<file path="config.mk">
export PLATFORM = sky130hd
export DESIGN_NAME = sdram_init_responder
export DESIGN_NICKNAME = d
export VERILOG_FILES = /design/src/rtl/sdram_init_responder.sv
export SDC_FILE = /design/constraint.sdc
export NUM_CORES = 1
export LEC_CHECK = 0
export BUFFER_PORTS_ARGS = -buffer_cell sky130_fd_sc_hd__buf_2
export CORE_MARGIN = 8
export CORE_UTILIZATION = 25
export DETAILED_ROUTE_END_ITERATION = 8
export PLACE_DENSITY = 0.45
export SLEW_MARGIN = 0
export SYNTH_ARGS = -nofsm -noshare
export SYNTH_HDL_FRONTEND = slang
export SYNTH_SLANG_ARGS = --single-unit
</file>
<file path="constraint.sdc">
create_clock -name clock -period 6.4 [get_ports clock]
set_clock_uncertainty 0.15 [all_clocks]
set_input_delay 1.28 -clock clock [delete_from_list [all_inputs] [get_ports clock]]
set_output_delay 1.28 -clock clock [all_outputs]
set_load 0.02 [all_outputs]
</file>
<file path="src/rtl/sdram_init_responder.sv">
// sdram_init_responder
// Device-side checker for the SDRAM power-up sequence. It watches the
// command bus, enforces power-up wait -> PRECHARGE ALL -> N auto refreshes
// -> MODE REGISTER SET with their minimum spacings, and reports either a
// clean init (init_done) or the first violation (error / error_code).

module sdram_init_responder #(
  parameter int unsigned T_DELAY = 20000, // edges after reset before first command
  parameter int unsigned T_RP    = 4,     // PRECHARGE ALL -> first AUTO REFRESH
  parameter int unsigned T_RC    = 13,    // AUTO REFRESH -> AUTO REFRESH / MRS
  parameter int unsigned N_REF   = 8,     // refreshes required before MRS
  parameter int unsigned T_MRD   = 2      // NOP-only window after MRS
) (
  input  logic        clock,
  input  logic        reset,
  input  logic        dram_cs_n,
  input  logic        dram_ras_n,
  input  logic        dram_cas_n,
  input  logic        dram_we_n,
  input  logic [12:0] dram_addr,
  input  logic [1:0]  dram_ba,
  output logic        init_done,
  output logic [12:0] mode_reg,
  output logic [2:0]  cas_latency,
  output logic [2:0]  burst_len,
  output logic [3:0]  ref_count,
  output logic        error,
  output logic [2:0]  error_code
);

  typedef enum logic [2:0] {
    ST_WAIT_PWR,
    ST_WAIT_REF,
    ST_WAIT_MRD,
    ST_READY,
    ST_ERR
  } state_e;

  typedef enum logic [2:0] {
    CMD_NOP,
    CMD_PRE,
    CMD_REF,
    CMD_MRS,
    CMD_OTHER
  } cmd_e;

  typedef enum logic [2:0] {
    ERR_NONE     = 3'd0,
    ERR_EARLY    = 3'd1,
    ERR_PALL_A10 = 3'd2,
    ERR_SEQ      = 3'd3,
    ERR_TIMING   = 3'd4,
    ERR_FEW_REF  = 3'd5,
    ERR_BAD_MODE = 3'd6
  } err_e;

  state_e      state_q, state_d;
  logic [14:0] pwr_cnt_q, pwr_cnt_d;
  logic [4:0]  gap_q, gap_d;
  logic [3:0]  ref_count_q, ref_count_d;
  logic [12:0] mode_reg_q, mode_reg_d;
  logic        init_done_q, init_done_d;
  logic        error_q, error_d;
  logic [2:0]  error_code_q, error_code_d;

  cmd_e        cmd;
  err_e        fault;
  logic        power_ok;
  logic        gap_sat;
  logic        mode_ok;
  logic [31:0] gap_ext;
  logic [31:0] ref_min;

  // Decode the sampled command lines into a command class.
  always_comb begin
    cmd = CMD_OTHER;
    if (dram_cs_n) begin
      cmd = CMD_NOP;
    end else begin
      case ({dram_ras_n, dram_cas_n, dram_we_n})
        3'b111:  cmd = CMD_NOP;
        3'b010:  cmd = CMD_PRE;
        3'b001:  cmd = CMD_REF;
        3'b000:  cmd = CMD_MRS;
        default: cmd = CMD_OTHER;
      endcase
    end
  end

  // Timing qualifiers: power-up wait, command spacing and mode legality.
  always_comb begin
    power_ok = ({17'd0, pwr_cnt_q} >= T_DELAY);
    // A saturated gap means "long enough" for any minimum.
    gap_sat  = (gap_q == 5'd31);
    gap_ext  = {27'd0, gap_q};
    ref_min  = (ref_count_q == 4'd0) ? T_RP : T_RC;
    mode_ok  = (dram_ba == 2'd0)
            && (dram_addr[12:10] == 3'd0)
            && (dram_addr[8:7] == 2'd0)
            && ((dram_addr[6:4] == 3'd2) || (dram_addr[6:4] == 3'd3))
            && (dram_addr[2:0] inside {3'd0, 3'd1, 3'd2, 3'd3, 3'd7});
  end

  // Next-state and output computation for the init-sequence FSM.
  always_comb begin
    // NOTE: every signal gets a default before any branch so no path leaves
    // it unassigned, which would otherwise infer a latch.
    state_d      = state_q;
    ref_count_d  = ref_count_q;
    mode_reg_d   = mode_reg_q;
    init_done_d  = init_done_q;
    error_d      = error_q;
    error_code_d = error_code_q;
    fault        = ERR_NONE;

    pwr_cnt_d = (pwr_cnt_q == '1) ? pwr_cnt_q : pwr_cnt_q + 15'd1;
    // The gap restarts at 1 on a command so it reads as the spacing g when
    // the next command arrives g edges later.
    if (cmd != CMD_NOP) begin
      gap_d = 5'd1;
    end else begin
      gap_d = gap_sat ? gap_q : gap_q + 5'd1;
    end

    case (state_q)
      ST_WAIT_PWR: begin
        if (cmd != CMD_NOP) begin
          if (!power_ok) begin
            fault = ERR_EARLY;
          end else if (cmd == CMD_PRE) begin
            if (dram_addr[10]) state_d = ST_WAIT_REF;
            else               fault   = ERR_PALL_A10;
          end else begin
            fault = ERR_SEQ;
          end
        end
      end

      ST_WAIT_REF: begin
        case (cmd)
          CMD_REF: begin
            if (!gap_sat && (gap_ext < ref_min)) begin
              fault = ERR_TIMING;
            end else if (ref_count_q != 4'd15) begin
              ref_count_d = ref_count_q + 4'd1;
            end
          end
          CMD_MRS: begin
            if (!gap_sat && (gap_ext < T_RC)) begin
              fault = ERR_TIMING;
            end else if ({28'd0, ref_count_q} < N_REF) begin
              fault = ERR_FEW_REF;
            end else if (!mode_ok) begin
              fault = ERR_BAD_MODE;
            end else begin
              mode_reg_d = dram_addr;
              state_d    = ST_WAIT_MRD;
            end
          end
          CMD_PRE, CMD_OTHER: fault = ERR_SEQ;
          default: ;
        endcase
      end

      ST_WAIT_MRD: begin
        if (cmd != CMD_NOP) begin
          fault = ERR_TIMING;
        end else if (gap_sat || (gap_ext >= T_MRD)) begin
          state_d     = ST_READY;
          init_done_d = 1'b1;
        end
      end

      ST_READY: ;
      ST_ERR:   ;
      default:  state_d = ST_ERR;
    endcase

    if (fault != ERR_NONE) begin
      state_d      = ST_ERR;
      error_d      = 1'b1;
      error_code_d = fault;
    end
  end

  // State and output registers; reset returns everything to power-up.
  always_ff @(posedge clock or posedge reset) begin
    if (reset) begin
      state_q      <= ST_WAIT_PWR;
      pwr_cnt_q    <= '0;
      gap_q        <= '0;
      ref_count_q  <= '0;
      mode_reg_q   <= '0;
      init_done_q  <= 1'b0;
      error_q      <= 1'b0;
      error_code_q <= '0;
    end else begin
      // NOTE: non-blocking assignments so every flop updates from the
      // values computed before this edge, independent of statement order.
      state_q      <= state_d;
      pwr_cnt_q    <= pwr_cnt_d;
      gap_q        <= gap_d;
      ref_count_q  <= ref_count_d;
      mode_reg_q   <= mode_reg_d;
      init_done_q  <= init_done_d;
      error_q      <= error_d;
      error_code_q <= error_code_d;
    end
  end

  assign init_done   = init_done_q;
  assign mode_reg    = mode_reg_q;
  assign cas_latency = mode_reg_q[6:4];
  assign burst_len   = mode_reg_q[2:0];
  assign ref_count   = ref_count_q;
  assign error       = error_q;
  assign error_code  = error_code_q;

endmodule
</file>
==> results of run 1 <==
how the worst max path moves through the flow:
stage,slack (ns),to,cells past startpoint,from
floorplan,3.11,error$_DFFE_PP0P_,5,dram_addr[11]
global placement,2.89,mode_reg[2]$_DFFE_PP0P_,5,dram_cs_n
detailed placement,2.84,mode_reg[4]$_DFFE_PP0P_,5,dram_cs_n
finish,3.19,mode_reg[4]$_DFFE_PP0P_,5,dram_cs_n
CTS,3.17,mode_reg[4]$_DFFE_PP0P_,5,dram_cs_n
global route,3.03,mode_reg[4]$_DFFE_PP0P_,5,dram_cs_n
critical path, delay by kind of cell:
family | cells | cell delay [ns]
buffers and inverters | 1 | 0.13
muxes | 1 | 0.43
and+or+nand+nor | 3 | 1.40
metal layers:
layer / vias to the layer above / GRT usage [%] / wire [microns]
li1: 831 / - / -
met1: 831 / 11.47 / 2489
met2: 41 / 13.00 / 2243
met3: 6 / 2.814 / 325
met4: 0 / 2.933 / 80
met5: - / 0 / 0
stage by stage:
stage	area, sq um	util (%)	hold slack [ns]	power, uW	worst slack (ns)
floorplan	2266	-	0.3020	331.5	3.105
global placement	2581	29.45	0.3101	350.5	2.895
detailed placement	2581	29.45	0.3080	349.8	2.841
CTS	2675	30.53	0.3325	541.9	3.168
global route	2675	30.53	0.3542	556.0	3.035
finish	2675	30.53	0.3193	529.8	3.188
power by group:
group	switching (uW)	total (uW)	internal, uW
Combinational	24.9	43.0	18.1
Sequential	9.83	301	291
Clock	107	186	79.0
placed cells by master (no fill, tap or decap), types with 7 or more instances in the layout:
| master | n |
|---|---|
| buf_2 | 48 |
| dfrtp_1 | 45 |
| xnor2_1 | 14 |
| nor2_1 | 12 |
| nand2_1 | 11 |
| and3_1 | 8 |
| nand3_1 | 8 |
| inv_1 | 8 |
| ha_1 | 8 |
| and2_1 | 7 |
| mux2_2 | 7 |
kinds of logic (layout without fill, tap and decap cells):
family          after synthesis  count (layout)  synth area share, %
buf+inv                      19              65                4.141
simple gates                 82              82                21.81
xor+xnor                     18              18                6.957
fa+ha+maj                     8               8                4.418
compound gates               28              28                9.057
flops                        45              45                49.70
mux                           8               8                3.921
final cells by class:
| cell class | instances | area [sq um] |
|---|---|---|
| clock buffers | 5 | 68.82 |
| clock inverters | 3 | 25.02 |
| flip-flops and latches | 45 | 1126 |
| repair buffers | 48 | 240.2 |
| fillers | 917 | 6088 |
| multi-input cells | 144 | 1046 |
| well taps | 108 | 135.1 |
| inverters | 9 | 33.78 |
==> results_dict.tcl, run 1 <==
set metrics [dict create \
    status "complete, no violations" \
    yosysTopAreaCellShare_pct 49.70 \
    fmax_ghz 0.3114 \
    setup_tns_ns 0 \
    nNetsFinal 282 \
    hold_path_depth 1 \
    endpoint_kind "flip-flop" \
    min_to "init_done$_DFFE_PP0P_" \
    ant_nets 0 \
    drcViolationCount 0 \
    dpl.cell_count 354 \
    cp_data_arrival_time_ns 3.25 \
    fin_crit_ns 3.212 \
    area_growth_pct 18.06 \
    die_h_microns 111.2 \
    grt_max_degree 46 \
    diodes 0 \
    p_leak_uw 0.001318 \
    rows 34 \
    cts.sinks 45 \
    clock_latency_ns 0.30 \
    slew_headroom_pct 35.07 \
    syn_area_sq_um 2266 \
    via_per_inst 4.721 \
    io_pins 49 \
    largest_register_ff_count 15 \
    cts_max_path_buffers 2 \
    r2r_setup_slack_ns 3.55 \
    finalCritPeriodShare_pct 50.18 \
    start_util_pct 25.86 \
    crit_required_ns 6.44 \
    yosysMostFrequentCell "dfrtp_1" \
    peakVddDrop_uv 86.12 \
    cts_setup_buffers 0 \
    path_cells "buf_2 > or4b_1 > nor3_1 > nand3_1 > mux2_2" \
    dp_hpwl_microns 3785 \
    grt_pass1_wl_microns 8970 \
    r2r-end "state_q[2]$_DFFE_PP0P_" \
    wl_per_cell_microns 14.19 \
    hold_viol_final 0 \
    cp_slowest_cell "or4b_1" \
    path_max_fanout 13 \
    gp_congestion 0.7382 \
    layout-drive-gt1-share_pct 28.74 \
    cts_made_buffers 5 \
    cts_tree "built" \
    grt.overflow.total 0 \
    ff2ff_path_depth 8 \
    holdCritPathClass "reg2reg" \
    cellPowerDensity_nw_per_um2 198.1 \
    slew_viol_final 0 \
    routed-via-count 1709 \
    r2r_start "gap_q[1]$_DFFE_PP0P_" \
    rsz0062_at_grt "no" \
    path_class "in2reg" \
    synth_edf_count 0 \
    drv_cap 0 \
    final_cells 362 \
    worst_pin_slew_ns 0.9725 \
    ys_top_cells_by_area "dfrtp_1 (50%), xnor2_1 (5.4%), ha_1 (4.4%)" \
    fp.coreArea_sq_um 8763 \
    yosysUniqueCellTypes 52 \
    hp-start "init_done$_DFFE_PP0P_" \
    setup_viol 0 \
    max_stage_delay_ns 0.57 \
    antenna_found_initial 0 \
    clk_pin_slew_ns 0.09 \
    postSynthAreaPerCell_sq_um 10.89 \
    synth-main-ff-cell "dfrtp_1" \
    yosysWarnings 0 \
    first_iter_violations 95 \
    synth-seq-area-share_pct 49.70 \
    post_cts_resized 0 \
    cp-start-kind "input pin" \
    die-area_sq_um 12370 \
    cts_hold_buf 0 \
    synthTopCellsByCount "dfrtp_1 (45), xnor2_1 (14), nor2_1 (12)" \
    ys_async_sr_fraction_pct 100.0 \
    syn_inst 208 \
    syn-num-nets 237 \
    cts_root_buffer "clkbuf_8" \
    grt_use_total_pct 8.703 \
    wl_microns 5138 \
    io_buffers 48 \
    grt_pass1_vias 1781 \
    drt_pre_antenna_iters 4 \
    cts_htree_levels 2 \
    die_w_microns 111.2 \
    synth.largest_area_cell "dfrtp_1" \
    synth_seq_cells 45 \
]
(Power assumes the default switching activity.)
==> run 2, diff against run 1 <==
Settings changed: PLACE_DENSITY 0.45 to 0.46.
Clock period 6.4 ns to 2.7 ns, I/O delays scaled along.
==> run 2 against run 1 <==
Clock-buffer cell count increased by 2. Die area unchanged. Sequential share of layout area decreased by 1.6 points. Power increased by 140%. Final area increased by 3.8%. Largest cell class unchanged.
==> results_dict.tcl, run 2 (synthesized netlist as in run 1, its figures left out) <==
set metrics [dict create \
    status "complete, no violations" \
    cp_slowest_cell "or4_1" \
    finalPower_uw 1295 \
    cts_made_buffers 5 \
    largest_register_ff_count 15 \
    cts_setup_buffers 0 \
    cts_max_path_buffers 2 \
    routed-via-count 1710 \
    wl_microns 5317 \
    grt_pass1_wl_microns 8983 \
    fin_crit_ns 2.497 \
    whs_ns 0.1226 \
    io_buffers 48 \
    p_leak_uw 0.001387 \
    first_iter_violations 85 \
    io_pins 49 \
    cts_htree_levels 2 \
    setup_tns_ns 0 \
    grt_max_degree 24 \
    diodes 0 \
    via_per_inst 4.584 \
    worst_pin_slew_ns 0.7852 \
    path_cells "ha_1 > and3_1 > ha_1 > nor2_1 > a211o_1 > nand3_1 > and3_1 > or4_1" \
    setup_viol 0 \
    rows 34 \
    grt_pass1_vias 1782 \
    drv_cap 0 \
    fmax_ghz 0.4005 \
    holdCritPathClass "in2async" \
    die-area_sq_um 12370 \
    rsz0062_at_grt "no" \
    slew_headroom_pct 47.41 \
    multi_input_area_sq_um 1046 \
    path_max_fanout 5 \
    dpl.cell_count 365 \
    cts_root_buffer "clkbuf_8" \
    clock_latency_ns 0.30 \
    path_class "reg2reg" \
    die_h_microns 111.2 \
    clk_pin_slew_ns 0.09 \
    cp_data_arrival_time_ns 2.52 \
    cellPowerDensity_nw_per_um2 466.4 \
    max_stage_delay_ns 0.48 \
    start_util_pct 25.86 \
    final_cells 373 \
    fillers 931 \
    critPathBufInv 0 \
    area_growth_pct 22.58 \
    nNetsFinal 293 \
    crit_family "simple AND/OR/NAND/NOR gates" \
    grt.overflow.total 0 \
    cp-start-kind "flip-flop" \
    drcViolationCount 0 \
    seqCellArea_sq_um 1126 \
    layout_common_cells "buf_2 (48), dfrtp_1 (45), xnor2_1 (14)" \
    ant_nets 0 \
    crit_required_ns 2.72 \
    wl_per_cell_microns 14.25 \
    gp_congestion 0.7783 \
    die_w_microns 111.2 \
    layout-drive-gt1-share_pct 31.70 \
    slew_viol_final 0 \
    antenna_found_initial 0 \
    dp_hpwl_microns 3982 \
    layout.cells.most_common "buf_2" \
    cts.sinks 45 \
    cts_tree "built" \
    grt_use_total_pct 8.778 \
    peakVddDrop_uv 161.0 \
    drt_pre_antenna_iters 4 \
    fp.coreArea_sq_um 8763 \
    hold_viol_final 0 \
    finalCritPeriodShare_pct 92.47 \
    endpoint_kind "flip-flop" \
]
run 2: changes by cell type in the layout (fill, tap and decap cells not counted), sizes merged:
cell and delta:
buf +11, clkbuf +2, clkinvlp -1, inv -1
run 2: through the flow:
stage / setup slack [ns] / instance area [sq um] / utilization [%]
after detailed placement: 0.02488 / 2676 / 30.54
after global placement: 0.03050 / 2676 / 30.54
after CTS: 0.1464 / 2778 / 31.70
after global routing: 0.01712 / 2778 / 31.70
final: 0.2033 / 2778 / 31.70
after floorplan: 0.07885 / 2266 / -
run 2: what timing repair did:
item                                    CTS  global route
endpoints found under the setup margin    0             4
resized for setup                         0             1
hold buffers                              0             0
run 2: layout make-up:
type	instances	share of cell area [%]
Clock buffer	7	3.468
Clock inverter	1	0.1802
Inverter	9	1.216
Multi-Input combinational cell	144	37.66
Sequential cell	45	40.54
Tap cell	108	4.865
Timing Repair Buffer	59	12.07
run 2: path summary, 6_finish.rpt:
check	end	slack (ns)	startpoint	cells after the start
worst max-delay path	error$_DFFE_PP0P_	0.20	gap_q[0]$_DFFE_PP0P_	8
worst min-delay path	pwr_cnt_q[2]$_DFFE_PP0P_	0.12	reset	2
worst max register to register	error$_DFFE_PP0P_	0.20	gap_q[0]$_DFFE_PP0P_	8
worst min register to register	init_done$_DFFE_PP0P_	0.32	init_done$_DFFE_PP0P_	1
max in group asynchronous	mode_reg[1]$_DFFE_PP0P_	1.77	reset	3
min in group clock	init_done$_DFFE_PP0P_	0.32	init_done$_DFFE_PP0P_	1
run 2: layer usage:
| layer | vias up | GRT usage, % | part of all wire [%] |
|---|---|---|---|
| met2 | 35 | 12.92 | 44 |
| met4 | 0 | 3.644 | 1.7 |
| li1 | 861 | - | - |
| met3 | 5 | 3.084 | 6.1 |
| met1 | 809 | 11.33 | 48 |
| met5 | - | 0 | 0 |
run 2: power by group:
| group | total (uW) | leakage (uW) | switching, uW | internal [uW] |
|---|---|---|---|---|
| Sequential | 702 | 0.000584 | 12.6 | 689 |
| Clock | 465 | 0.0000542 | 233 | 232 |
| Combinational | 129 | 0.000749 | 73.2 | 56.1 |
==> run 3, diff against run 2 <==
Settings changed: CORE_ASPECT_RATIO from default to 2.
==> run 3 against run 2 <==
Utilization is 0.48 points higher. Sequential share of layout area is 1.2 points lower. Power is 19% higher. Hold slack improved by 0.12 ns. Wire length is 9.7% higher. Largest cell class unchanged. Fmax down 3.1%.
==> results_dict.tcl, run 3 (synthesized netlist as in run 1, its figures left out) <==
set metrics [dict create \
    p_leak_uw 0.001430 \
    finalCritPeriodShare_pct 95.47 \
    path_class "reg2reg" \
    setup_ws_ns 0.1223 \
    first_iter_violations 81 \
    layout.cells.most_common "buf_2" \
    cellPowerDensity_nw_per_um2 538.3 \
    grt_use_total_pct 9.341 \
    via_per_inst 4.803 \
    whs_ns 0.2451 \
    startpoint "gap_q[0]$_DFFE_PP0P_" \
    wl_per_cell_microns 15.73 \
    fin_crit_ns 2.578 \
    cp-start-kind "flip-flop" \
    clock_latency_ns 0.29 \
    cts.sinks 45 \
    crit_required_ns 2.72 \
    die_w_microns 83.32 \
    switching_share_pct 22.90 \
    setup_viol 0 \
    cp_data_arrival_time_ns 2.60 \
    cts_tree "built" \
    drcViolationCount 0 \
    nNetsFinal 297 \
    grt.overflow.total 0 \
    pwr-share-seq_pct 45.5 \
    r2r_start "gap_q[0]$_DFFE_PP0P_" \
    cts_max_path_buffers 2 \
    dp_hpwl_microns 4578 \
    grt_max_degree 46 \
    wl_microns 5835 \
    fmax_ghz 0.3879 \
    holdCritPathClass "in2async" \
    largest_register_ff_count 15 \
    start_util_pct 25.49 \
    worst_pin_slew_ns 0.7796 \
    die_h_microns 150.6 \
    path_max_fanout 4 \
    peakVddDrop_uv 328.7 \
    clkPwrFrac_pct 45.5 \
    layout-drive-gt1-share_pct 33.09 \
    io_buffers 48 \
    clk_pin_slew_ns 0.06 \
    final_cells 371 \
    gp_congestion 0.7850 \
    dpl.cell_count 363 \
    cts_htree_levels 2 \
    layout_common_cells "buf_2 (48), dfrtp_1 (45), buf_4 (15)" \
    slew_viol_final 0 \
    setup_tns_ns 0 \
    grt_pass1_vias 1867 \
    antenna_found_initial 0 \
    io_pins 49 \
    routed-via-count 1782 \
    hold_viol_final 0 \
    cts_hold_buf 0 \
    area_growth_pct 26.23 \
    die-area_sq_um 12550 \
    p_int_uw 1187 \
    ant_nets 0 \
    place_ws_ns 0.005584 \
    p_sw_uw 352.6 \
    slew_headroom_pct 47.78 \
    r2r_setup_slack_ns 0.12 \
    cts_made_buffers 5 \
    diodes 0 \
    power_frac_comb_pct 9.0 \
    drt_pre_antenna_iters 4 \
    cts_root_buffer "clkbuf_16" \
    utilization_pct 32.17 \
    fp.coreArea_sq_um 8890 \
    post_cts_resized 0 \
    drv_cap 0 \
    endpoint_kind "flip-flop" \
    rsz0062_at_grt "no" \
    grt_pass1_wl_microns 9446 \
    rows 49 \
    cts_setup_buffers 0 \
    status "complete, no violations" \
]
## run 3: worst paths after layout
path / endpoint / cells past startpoint
max: error_code[1]$_DFFE_PP0P_ / 8
min: mode_reg[10]$_DFFE_PP0P_ / 3
max reg2reg: error_code[1]$_DFFE_PP0P_ / 8
min reg2reg: init_done$_DFFE_PP0P_ / 1
max in group asynchronous: ref_count[3]$_DFFE_PP0P_ / 3
min in group clock: init_done$_DFFE_PP0P_ / 1
## run 3: power groups by stage
stage	clock [uW]	combinational, uW	sequential [uW]
after floorplan	0	60.7	725
after global placement	0	139	714
after detailed placement	0	141	714
after CTS	720	142	701
after global routing	745	155	704
final	701	138	701
## run 3: metal layers
| metal | vias up | global-route usage (%) | part of all wire, % |
|---|---|---|---|
| li1 | 867 | - | - |
| met1 | 878 | 9.522 | 38 |
| met2 | 30 | 17.36 | 56 |
| met3 | 7 | 2.438 | 4.3 |
| met4 | 0 | 3.982 | 1.7 |
| met5 | - | 0 | 0 |
## run 3: critical path: stages (launching register included)
cell	delay [ns]
dfrtp_1	0.38
ha_1	0.22
and3_1	0.19
ha_1	0.24
or3_2	0.50
o21ai_1	0.15
buf_4	0.13
a32oi_1	0.14
a311o_1	0.36
## run 3: layout make-up
type | count | area, sq um
Sequential cell | 45 | 1126
Clock inverter | 2 | 38.79
Fill cell | 909 | 6030
Multi-Input combinational cell | 144 | 1052
Timing Repair Buffer | 63 | 352.8
Tap cell | 102 | 127.6
Clock buffer | 6 | 128.9
Inverter | 9 | 33.78
## run 3: metrics by stage
step,power (uW),cell area (sq um)
after floorplan,785.8,2266
after global placement,853.5,2686
after detailed placement,854.5,2686
after CTS,1562,2854
after global routing,1603,2860
final,1540,2860
